**src/rtl/snake_pkg.sv**
```systemverilog
// rtl/snake_pkg.sv - shared constants, FSM states and collision cause encoding for the snake collision engine
package snake_pkg;

  localparam int COORD_W_DEF = 11;
  localparam int LEN_W_DEF   = 6;
  localparam int MAX_LEN_DEF = 63;
  localparam int GRID_W_DEF  = 136;
  localparam int GRID_H_DEF  = 76;
  localparam int LIVES_W_DEF = 3;

  typedef enum logic [2:0] {
    ST_IDLE,
    ST_CHECK,
    ST_SCAN,
    ST_RESOLVE,
    ST_DONE
  } state_t;

  typedef enum logic [1:0] {
    CAUSE_NONE,
    CAUSE_WALL,
    CAUSE_SELF
  } cause_t;

endpackage

```
**src/rtl/snake_body_scanner.sv**
```systemverilog
// rtl/snake_body_scanner.sv - walks body segments 1..len-1 through a 1-cycle RAM port, aborting on first head match
module snake_body_scanner
  import snake_pkg::*;
#(
  parameter int COORD_W = COORD_W_DEF,
  parameter int LEN_W   = LEN_W_DEF
) (
  input  logic               clk,
  input  logic               reset,
  input  logic               scan_go,
  input  logic [LEN_W-1:0]   len,
  input  logic [COORD_W-1:0] head_x,
  input  logic [COORD_W-1:0] head_y,
  input  logic [COORD_W-1:0] seg_x,
  input  logic [COORD_W-1:0] seg_y,
  output logic               seg_rd_en,
  output logic [LEN_W-1:0]   seg_addr,
  output logic               scan_hit,
  output logic               scan_end
);

  logic active;
  logic cmp_valid;
  logic cmp_last;
  logic last_addr;

  assign last_addr = (seg_addr == len - LEN_W'(1));
  assign scan_hit  = cmp_valid && (seg_x == head_x) && (seg_y == head_y);
  assign scan_end  = cmp_valid && cmp_last;
  // A match suppresses the read already queued for this cycle
  assign seg_rd_en = active && !scan_hit;

  always_ff @(posedge clk) begin
    if (reset) begin
      active    <= 1'b0;
      cmp_valid <= 1'b0;
      cmp_last  <= 1'b0;
      seg_addr  <= '0;
    end else if (scan_go) begin
      active    <= 1'b1;
      cmp_valid <= 1'b0;
      cmp_last  <= 1'b0;
      seg_addr  <= LEN_W'(1);
    end else begin
      cmp_valid <= seg_rd_en;
      cmp_last  <= seg_rd_en && last_addr;
      if (scan_hit) begin
        active <= 1'b0;
      end else if (active) begin
        if (last_addr) active <= 1'b0;
        else seg_addr <= seg_addr + LEN_W'(1);
      end
    end
  end

endmodule

```
**src/rtl/snake_collision_engine.sv**
```systemverilog
// rtl/snake_collision_engine.sv - multi-cycle head check: boundary rules, body scan, food, lives/length/respawn
module snake_collision_engine
  import snake_pkg::*;
#(
  parameter int COORD_W   = COORD_W_DEF,
  parameter int LEN_W     = LEN_W_DEF,
  parameter int MAX_LEN   = MAX_LEN_DEF,
  parameter int GRID_W    = GRID_W_DEF,
  parameter int GRID_H    = GRID_H_DEF,
  parameter int LIVES_W   = LIVES_W_DEF,
  parameter int WRAP_MODE = 0
) (
  input  logic               clk,
  input  logic               reset,
  input  logic               start,
  input  logic [COORD_W-1:0] head_x,
  input  logic [COORD_W-1:0] head_y,
  input  logic [COORD_W-1:0] food_x,
  input  logic [COORD_W-1:0] food_y,
  input  logic [LEN_W-1:0]   snake_length,
  input  logic [LIVES_W-1:0] lives_in,
  input  logic [23:0]        rnd,
  output logic               seg_rd_en,
  output logic [LEN_W-1:0]   seg_addr,
  input  logic [COORD_W-1:0] seg_x,
  input  logic [COORD_W-1:0] seg_y,
  output logic               busy,
  output logic               done,
  output logic               hit_wall,
  output logic               hit_self,
  output logic               ate_food,
  output logic               game_over,
  output logic [LIVES_W-1:0] lives_out,
  output logic [LEN_W-1:0]   length_out,
  output logic [COORD_W-1:0] new_head_x,
  output logic [COORD_W-1:0] new_head_y
);

  localparam logic [COORD_W-1:0] GW = COORD_W'(GRID_W);
  localparam logic [COORD_W-1:0] GH = COORD_W'(GRID_H);

  state_t state, state_nx;
  cause_t cause;

  logic [COORD_W-1:0] hx, hy, fx, fy, wx, wy;
  logic [LEN_W-1:0]   len_r;
  logic [LIVES_W-1:0] lives_r;
  logic               wall, wall_hit, self_r;
  logic               scan_go, scan_hit, scan_end;
  logic [11:0]        spawn_x, spawn_y;
  logic [LEN_W:0]     len_inc;

  always_comb begin
    wall     = (hx == '0) || (hx >= GW) || (hy == '0) || (hy >= GH);
    wall_hit = (WRAP_MODE == 0) && wall;
    wx = hx;
    wy = hy;
    if (WRAP_MODE != 0) begin
      if (hx == '0) wx = GW - COORD_W'(1);
      else if (hx >= GW) wx = COORD_W'(1);
      if (hy == '0) wy = GH - COORD_W'(1);
      else if (hy >= GH) wy = COORD_W'(1);
    end
    if (wall_hit) cause = CAUSE_WALL;
    else if (self_r) cause = CAUSE_SELF;
    else cause = CAUSE_NONE;
    // Respawn stays two blocks clear of every edge
    spawn_x = (rnd[11:0] % 12'(GRID_W - 4)) + 12'd2;
    spawn_y = (rnd[23:12] % 12'(GRID_H - 4)) + 12'd2;
    len_inc = {1'b0, len_r} + (LEN_W+1)'(1);
  end

  always_comb begin
    state_nx = state;
    scan_go  = 1'b0;
    case (state)
      ST_IDLE:    if (start) state_nx = ST_CHECK;
      ST_CHECK: begin
        if (wall_hit || len_r == LEN_W'(1)) begin
          state_nx = ST_RESOLVE;
        end else begin
          state_nx = ST_SCAN;
          scan_go  = 1'b1;
        end
      end
      ST_SCAN:    if (scan_hit || scan_end) state_nx = ST_RESOLVE;
      ST_RESOLVE: state_nx = ST_DONE;
      ST_DONE:    state_nx = ST_IDLE;
      default:    state_nx = ST_IDLE;
    endcase
  end

  assign busy = (state != ST_IDLE);
  assign done = (state == ST_DONE);

  always_ff @(posedge clk) begin
    if (reset) begin
      state      <= ST_IDLE;
      hx         <= '0;
      hy         <= '0;
      fx         <= '0;
      fy         <= '0;
      len_r      <= '0;
      lives_r    <= '0;
      self_r     <= 1'b0;
      hit_wall   <= 1'b0;
      hit_self   <= 1'b0;
      ate_food   <= 1'b0;
      game_over  <= 1'b0;
      lives_out  <= '0;
      length_out <= '0;
      new_head_x <= '0;
      new_head_y <= '0;
    end else begin
      state <= state_nx;
      if (state == ST_IDLE && start) begin
        hx        <= head_x;
        hy        <= head_y;
        fx        <= food_x;
        fy        <= food_y;
        len_r     <= snake_length;
        lives_r   <= lives_in;
        self_r    <= 1'b0;
        hit_wall  <= 1'b0;
        hit_self  <= 1'b0;
        ate_food  <= 1'b0;
        game_over <= 1'b0;
      end
      if (state == ST_SCAN && scan_hit) self_r <= 1'b1;
      if (state == ST_RESOLVE) begin
        new_head_x <= wx;
        new_head_y <= wy;
        lives_out  <= lives_r;
        length_out <= len_r;
        if (cause != CAUSE_NONE) begin
          hit_wall   <= (cause == CAUSE_WALL);
          hit_self   <= (cause == CAUSE_SELF);
          lives_out  <= (lives_r == '0) ? '0 : lives_r - LIVES_W'(1);
          length_out <= LEN_W'(1);
          if (lives_r <= LIVES_W'(1)) begin
            game_over <= 1'b1;
          end else begin
            new_head_x <= COORD_W'(spawn_x);
            new_head_y <= COORD_W'(spawn_y);
          end
        end else if (wx == fx && wy == fy) begin
          ate_food   <= 1'b1;
          length_out <= (len_inc > (LEN_W+1)'(MAX_LEN)) ? LEN_W'(MAX_LEN) : len_inc[LEN_W-1:0];
        end
      end
    end
  end

  snake_body_scanner #(
    .COORD_W(COORD_W),
    .LEN_W  (LEN_W)
  ) u_scanner (
    .clk      (clk),
    .reset    (reset),
    .scan_go  (scan_go),
    .len      (len_r),
    .head_x   (wx),
    .head_y   (wy),
    .seg_x    (seg_x),
    .seg_y    (seg_y),
    .seg_rd_en(seg_rd_en),
    .seg_addr (seg_addr),
    .scan_hit (scan_hit),
    .scan_end (scan_end)
  );

endmodule

```
**config.mk**
```make
export PLATFORM = sky130hd
export DESIGN_NAME = snake_collision_engine
export DESIGN_NICKNAME = d
export VERILOG_FILES = /design/src/rtl/snake_pkg.sv /design/src/rtl/snake_body_scanner.sv /design/src/rtl/snake_collision_engine.sv
export SDC_FILE = /design/constraint.sdc
export NUM_CORES = 1
export LEC_CHECK = 0
export CAP_MARGIN = 40
export CORE_ASPECT_RATIO = 0.9
export CORE_MARGIN = 8
export CORE_UTILIZATION = 50
export CTS_CLUSTER_DIAMETER = 200
export DETAILED_ROUTE_END_ITERATION = 7
export PLACE_DENSITY = 0.84
export SLEW_MARGIN = 10
export SYNTH_ARGS = -nofsm -noshare
export SYNTH_HDL_FRONTEND = slang
export SYNTH_HIERARCHICAL = 1
export SYNTH_SLANG_ARGS = --single-unit
```
**constraint.sdc**
```tcl
create_clock -name clk -period 8.2 [get_ports clk]
set_input_delay 1.23 -clock clk [delete_from_list [all_inputs] [get_ports clk]]
set_output_delay 1.23 -clock clk [all_outputs]
set_load 0.05 [all_outputs]
```
======== After elaboration in Yosys (flattened, before gate mapping) ========
Index checks and enable logic that the tools add are counted.
operators by class
  magnitude comparators ................... 4
  eq/ne operators ......................... 16
  bitwise gates (word level) .............. 2
  mux-type cells .......................... 41
  $add $sub $neg .......................... 6
  reduce and logical (&&, ||, !) cells .... 26
  div/mod/pow operators ................... 2
operators by type and width
  kind                     count
  $eq A11 B11 Y1           4
  $mux W11                 4
  $mux W1                  27
  $add A11 B2 Y11 const B  2
  $logic_not A11 Y1        2
  $mux W6                  3
  $mod A12 B7 Y12 const B  1
  $mod A12 B8 Y12 const B  1
  $mux W3                  4
  $pmux W3 S4              1
  $ge A11 B7 Y1 const B    1
  $ge A11 B8 Y1 const B    1
  $logic_and A1 B1 Y1      8
  $ne A2 B2 Y1 const B     4
  $add A6 B1 Y7 const B    1
  $gt A7 B6 Y1 const B     1
  $add A6 B1 Y6 const B    1
  $eq A3 B2 Y1 const B     2
  $eq A6 B1 Y1 const B     1
  $eq A6 B6 Y1             1
  $logic_not A3 Y1         2
  $reduce_and A3 Y1        2
  $reduce_bool A2 Y1       3
  $sub A6 B1 Y6 const B    1
  other kinds (13)         19
word-level totals
  logic and storage cells ................. 118
  input bits .............................. 102
  bits in registers ....................... 101

======== Longest topological paths before layout ========
  depth in word-level cells ............... 9
  mapped depth ............................ 19

======== By module ========
Netlist, hierarchy kept.
by module, submodules not included
  module                  cells each  seq. area each (um^2)  area each (um^2)  instances
  snake_collision_engine  803         1841.8                 6074.6            1
  snake_body_scanner      103         180.2                  820.8             1

======== Worst setup path after synthesis ========
OpenSTA, ideal clock, no wires.
  kind .................................... input to register
  start ................................... in rnd[6]
  end ..................................... reg new_head_x[7]
  required time ........................... 8.120 ns
  path slack .............................. 3.118 ns
  stages on the path ...................... 18
  data arrival time ....................... 5.002 ns
  path buffers ............................ 3
  path through ............................ buf_4 or4b_4 buf_6 o31ai_4 a2bb2oi_4 buf_6 nor3_2 o22a_4 a311o_1 a211oi_2 a22oi_2 xnor2_1 ha_1 or4b_1 a211o_1 nand2_2 nand3b_1 a211oi_2
between the ends
  cells in the longest elaborated chain, start to end .. 4
ends and longest elaborated chain
  what                    line                           RTL
  start: declaration      snake_collision_engine.sv:22   input logic [23:0] rnd,
  $mod A12 B8 Y12         snake_collision_engine.sv:68   spawn_x = (rnd[11:0] % 12'(GRID_W - 4)) + 12'd2;
  $add A11 B2 Y11         snake_collision_engine.sv:68
  $mux W11                snake_collision_engine.sv:140  if (lives_r <= LIVES_W'(1)) begin
  $mux W11                snake_collision_engine.sv:135  if (cause != CAUSE_NONE) begin
  end signal: assignment  snake_collision_engine.sv:131  new_head_x <= wx;
  end signal: assignment  snake_collision_engine.sv:143  new_head_x <= COORD_W'(spawn_x);
  end: declaration        snake_collision_engine.sv:35   output logic [COORD_W-1:0] new_head_x,
No other way between the ends.
A chain may end at the register's enable or synchronous reset.

======== Worst setup path after layout ========
  start ................................... in rnd[10]
  end ..................................... reg new_head_x[7]
The elaborated chain is that of the path after synthesis.

==> qor.yml <==
placement:
  hpwl_um: 15700
  gp_congestion: 0.918
  io_buffers: 145
worst_setup_path:
  crit_fanout: 15
  arrival_ps: 5950
  path_buf_inv: 1
  worst_path_max_delay_cell: "clkdlybuf4s50_1"
  critPathCaptureType: "flop"
  required_ps: 8460
  worstSetupStartpointType: "input port"
  path_delay_family: "compound AO/OA/AOI/OAI gates"
  crit_chain: "clkdlybuf4s50_1, nor2b_1, maj3_1, a21oi_1, mux2i_1, o22a_4, a2111oi_2, nand3b_2, a22oi_2, xnor2_1, ha_1, or4b_1, a211o_1, nand2_2, nand3b_1, a211oi_2"
  crit_type: "input port to flop"
  slowest_delay_ps: 690
synthesis:
  syn_avg_cell_area_um2: 7.61
  yosys.area.top_type_share_pct: 29.3
  synthCells: 906
  synth_common_cells: "nand2_1, dfxtp_1, a21oi_1"
  yosysSeqAreaShare_pct: 29.3
  synth.distinct_cells: 98
  synth_area_leaders: "dfxtp_1, nand2_1, a21oi_1, xnor2_1, nor2_1"
  synthFlopType: "dfxtp_1"
  synth_area_leader_cell: "dfxtp_1"
  synth-seq-cells: 101
  synth-edff-count: 0
  syn-cell-area_mm2: 0.00690
  syn-num-nets: 1018
  synth-async-reset-ratio_pct: 0
  yosysWarnings: 6
  yosysMostFrequentCell: "nand2_1"
die:
  core_mm2: 0.0134
  io_pins: 146
  die-area_mm2: 0.0178
  initial_core_util_pct: 51.4
  die_w_um: 140
  die_y_um: 127
  rows: 40
layout:
  nNetsFinal: 1131
  area_growth_syn_to_layout_pct: 26.6
  antennaDiodeCount: 0
  drive_gt1_share_pct: 7.23
  final_util_pct: 65.1
clock_network:
  ctsHoldBuffers: 0
  root_buffer: "clkbuf_16"
  cts.path.max_buffers: 2
  post_cts_resized: 0
  clk_pin_slew_ps: 60
  insertion_delay_ps: 340
  h-tree-depth: 3
  cts_sinks: 101
  cts_tree: "done"
  cts_setup_buffers: 0
  cts_made_buffers: 9
sta:
  setup_viol: 0
  whs_ps: 451
  max-slew-margin-rel_pct: 41.3
  fmax_mhz: 176
  drv_slew: 0
  worst_pin_slew_ps: 877
  min_period_ps: 5690
  final_hold_viol_count: 0
  rsz0062_at_grt: "no"
  finClkSkew_ps: 4.93
  finalSetupTns_ps: 0
  fin_crit_sh_pct: 69.3
global_routing:
  grt_pass1_vias: 6440
  grt_overflow: 0
  grt_max_degree: 59
  antenna_found_initial: 0
  grt_pass1_wl_um: 33700
  grt_use_total_pct: 22.8
hold_path:
  hold_path_class: "flop to flop"
route:
  vias: 7073
  wl_per_cell_um: 17.5
  drtPass1Iterations: 5
  routed_wirelength_um: 20900
  drtAntennaViolNets: 0
  drc: 0
  viasPerCell: 5.94
  drt_iter0_drc: 555
run:
  max_cap_violations: 0
pwr:
  p_leak_nw: 3.06
  power_w: 0.00187
  irDropWorstVdd_uv: 180
  power_density_mw_per_mm2: 214
outcome:
  status: "finished, final reports clean"
report_power, final:
part / internal [W] / leakage [nW] / switching (W)
clock network: 0.000252 / 0.141 / 0.000180
logic: 0.000306 / 2.10 / 0.000458
registers: 0.000562 / 0.822 / 0.000111
total: 0.00112 / 3.06 / 0.000749
worst paths after layout:
| kind | startpoint | endpoint | slack (ps) | cells after the start |
|---|---|---|---|---|
| worst min-delay path | length_out[1] | length_out[1] | 450 | 2 |
| worst max register to register | hy[8] | new_head_x[7] | 4900 | 9 |
| worst max-delay path | rnd[10] | new_head_x[7] | 2510 | 16 |
| worst min register to register | length_out[1] | length_out[1] | 450 | 2 |
flip-flops by register name, indices dropped and copies added (netlist names):
| register | count |
|---|---|
| game_over | 1 |
| new_head_x | 11 |
| len_r | 6 |
| hx | 11 |
| lives_r | 3 |
| u_scanner/cmp_last | 1 |
| length_out | 6 |
| hit_wall | 1 |
| ate_food | 1 |
| u_scanner/active | 1 |
| u_scanner/seg_addr | 6 |
| hit_self | 1 |
| u_scanner/cmp_valid | 1 |
| fx | 11 |
| state | 3 |
| fy | 11 |
| lives_out | 3 |
| self_r | 1 |
| new_head_y | 11 |
| hy | 11 |
metal layers:
layer  track usage [%]  wire [um]
met1              29.9       9250
met2              36.1       9410
met3              5.58       1640
met4              7.59        598
met5                 0          0
area by class of cell:
type | count | area [um2]
Fill cell | 1125 | 4690
Multi-Input combinational cell | 721 | 4530
Sequential cell | 101 | 2020
Timing Repair Buffer | 156 | 1550
Clock buffer | 12 | 256
Tap cell | 168 | 210
Inverter | 30 | 113
Clock inverter | 3 | 45.0
worst min-delay path: stages, from the launching register on:
cell,delay [ps]
dfxtp_1,310
nand2_1,50
a21oi_1,50
stage by stage:
step / instances / worst slack [ps] / instance area, um2
2_1_floorplan: 906 / 3120 / 6900
3_3_place_gp: 1173 / 2280 / 8390
3_5_place_dp: 1176 / 2220 / 8430
4_1_cts: 1191 / 2550 / 8730
5_1_grt: 1191 / 2190 / 8730
6_report: 1191 / 2510 / 8730
cells by family (layout without fill, tap and decap cells):
| family | Yosys count | in the layout | share of synthesized area (%) |
|---|---|---|---|
| and+or+nand+nor | 388 | 388 | 27.8 |
| AOI/OAI and AO/OA | 237 | 237 | 24.4 |
| DFF | 101 | 101 | 29.3 |
| buffers and inverters | 84 | 201 | 5.17 |
| xor gates and xnor gates | 68 | 68 | 8.85 |
| muxes | 16 | 16 | 2.38 |
| adders and majority gates | 12 | 12 | 2.10 |
cells in the final DEF (no fill, tap or decap), types with 8 or more instances in the layout:
| cell type | count |
|---|---|
| nand2_1 | 157 |
| clkdlybuf4s50_1 | 144 |
| dfxtp_1 | 101 |
| a21oi_1 | 93 |
| nor2_1 | 57 |
| xnor2_1 | 49 |
| nand3_1 | 33 |
| inv_1 | 30 |
| o21ai_0 | 22 |
| nor3_1 | 21 |
| xor2_1 | 17 |
| nor4_1 | 16 |
| nand4_1 | 14 |
| mux2i_1 | 13 |
| nand2b_1 | 12 |
| a31oi_1 | 12 |
| and3_1 | 10 |
| ha_1 | 10 |
| nor2b_1 | 9 |
| a211oi_1 | 9 |
| clkbuf_16 | 9 |
| buf_4 | 9 |
| o211ai_1 | 8 |
(Power assumes the default switching activity.)
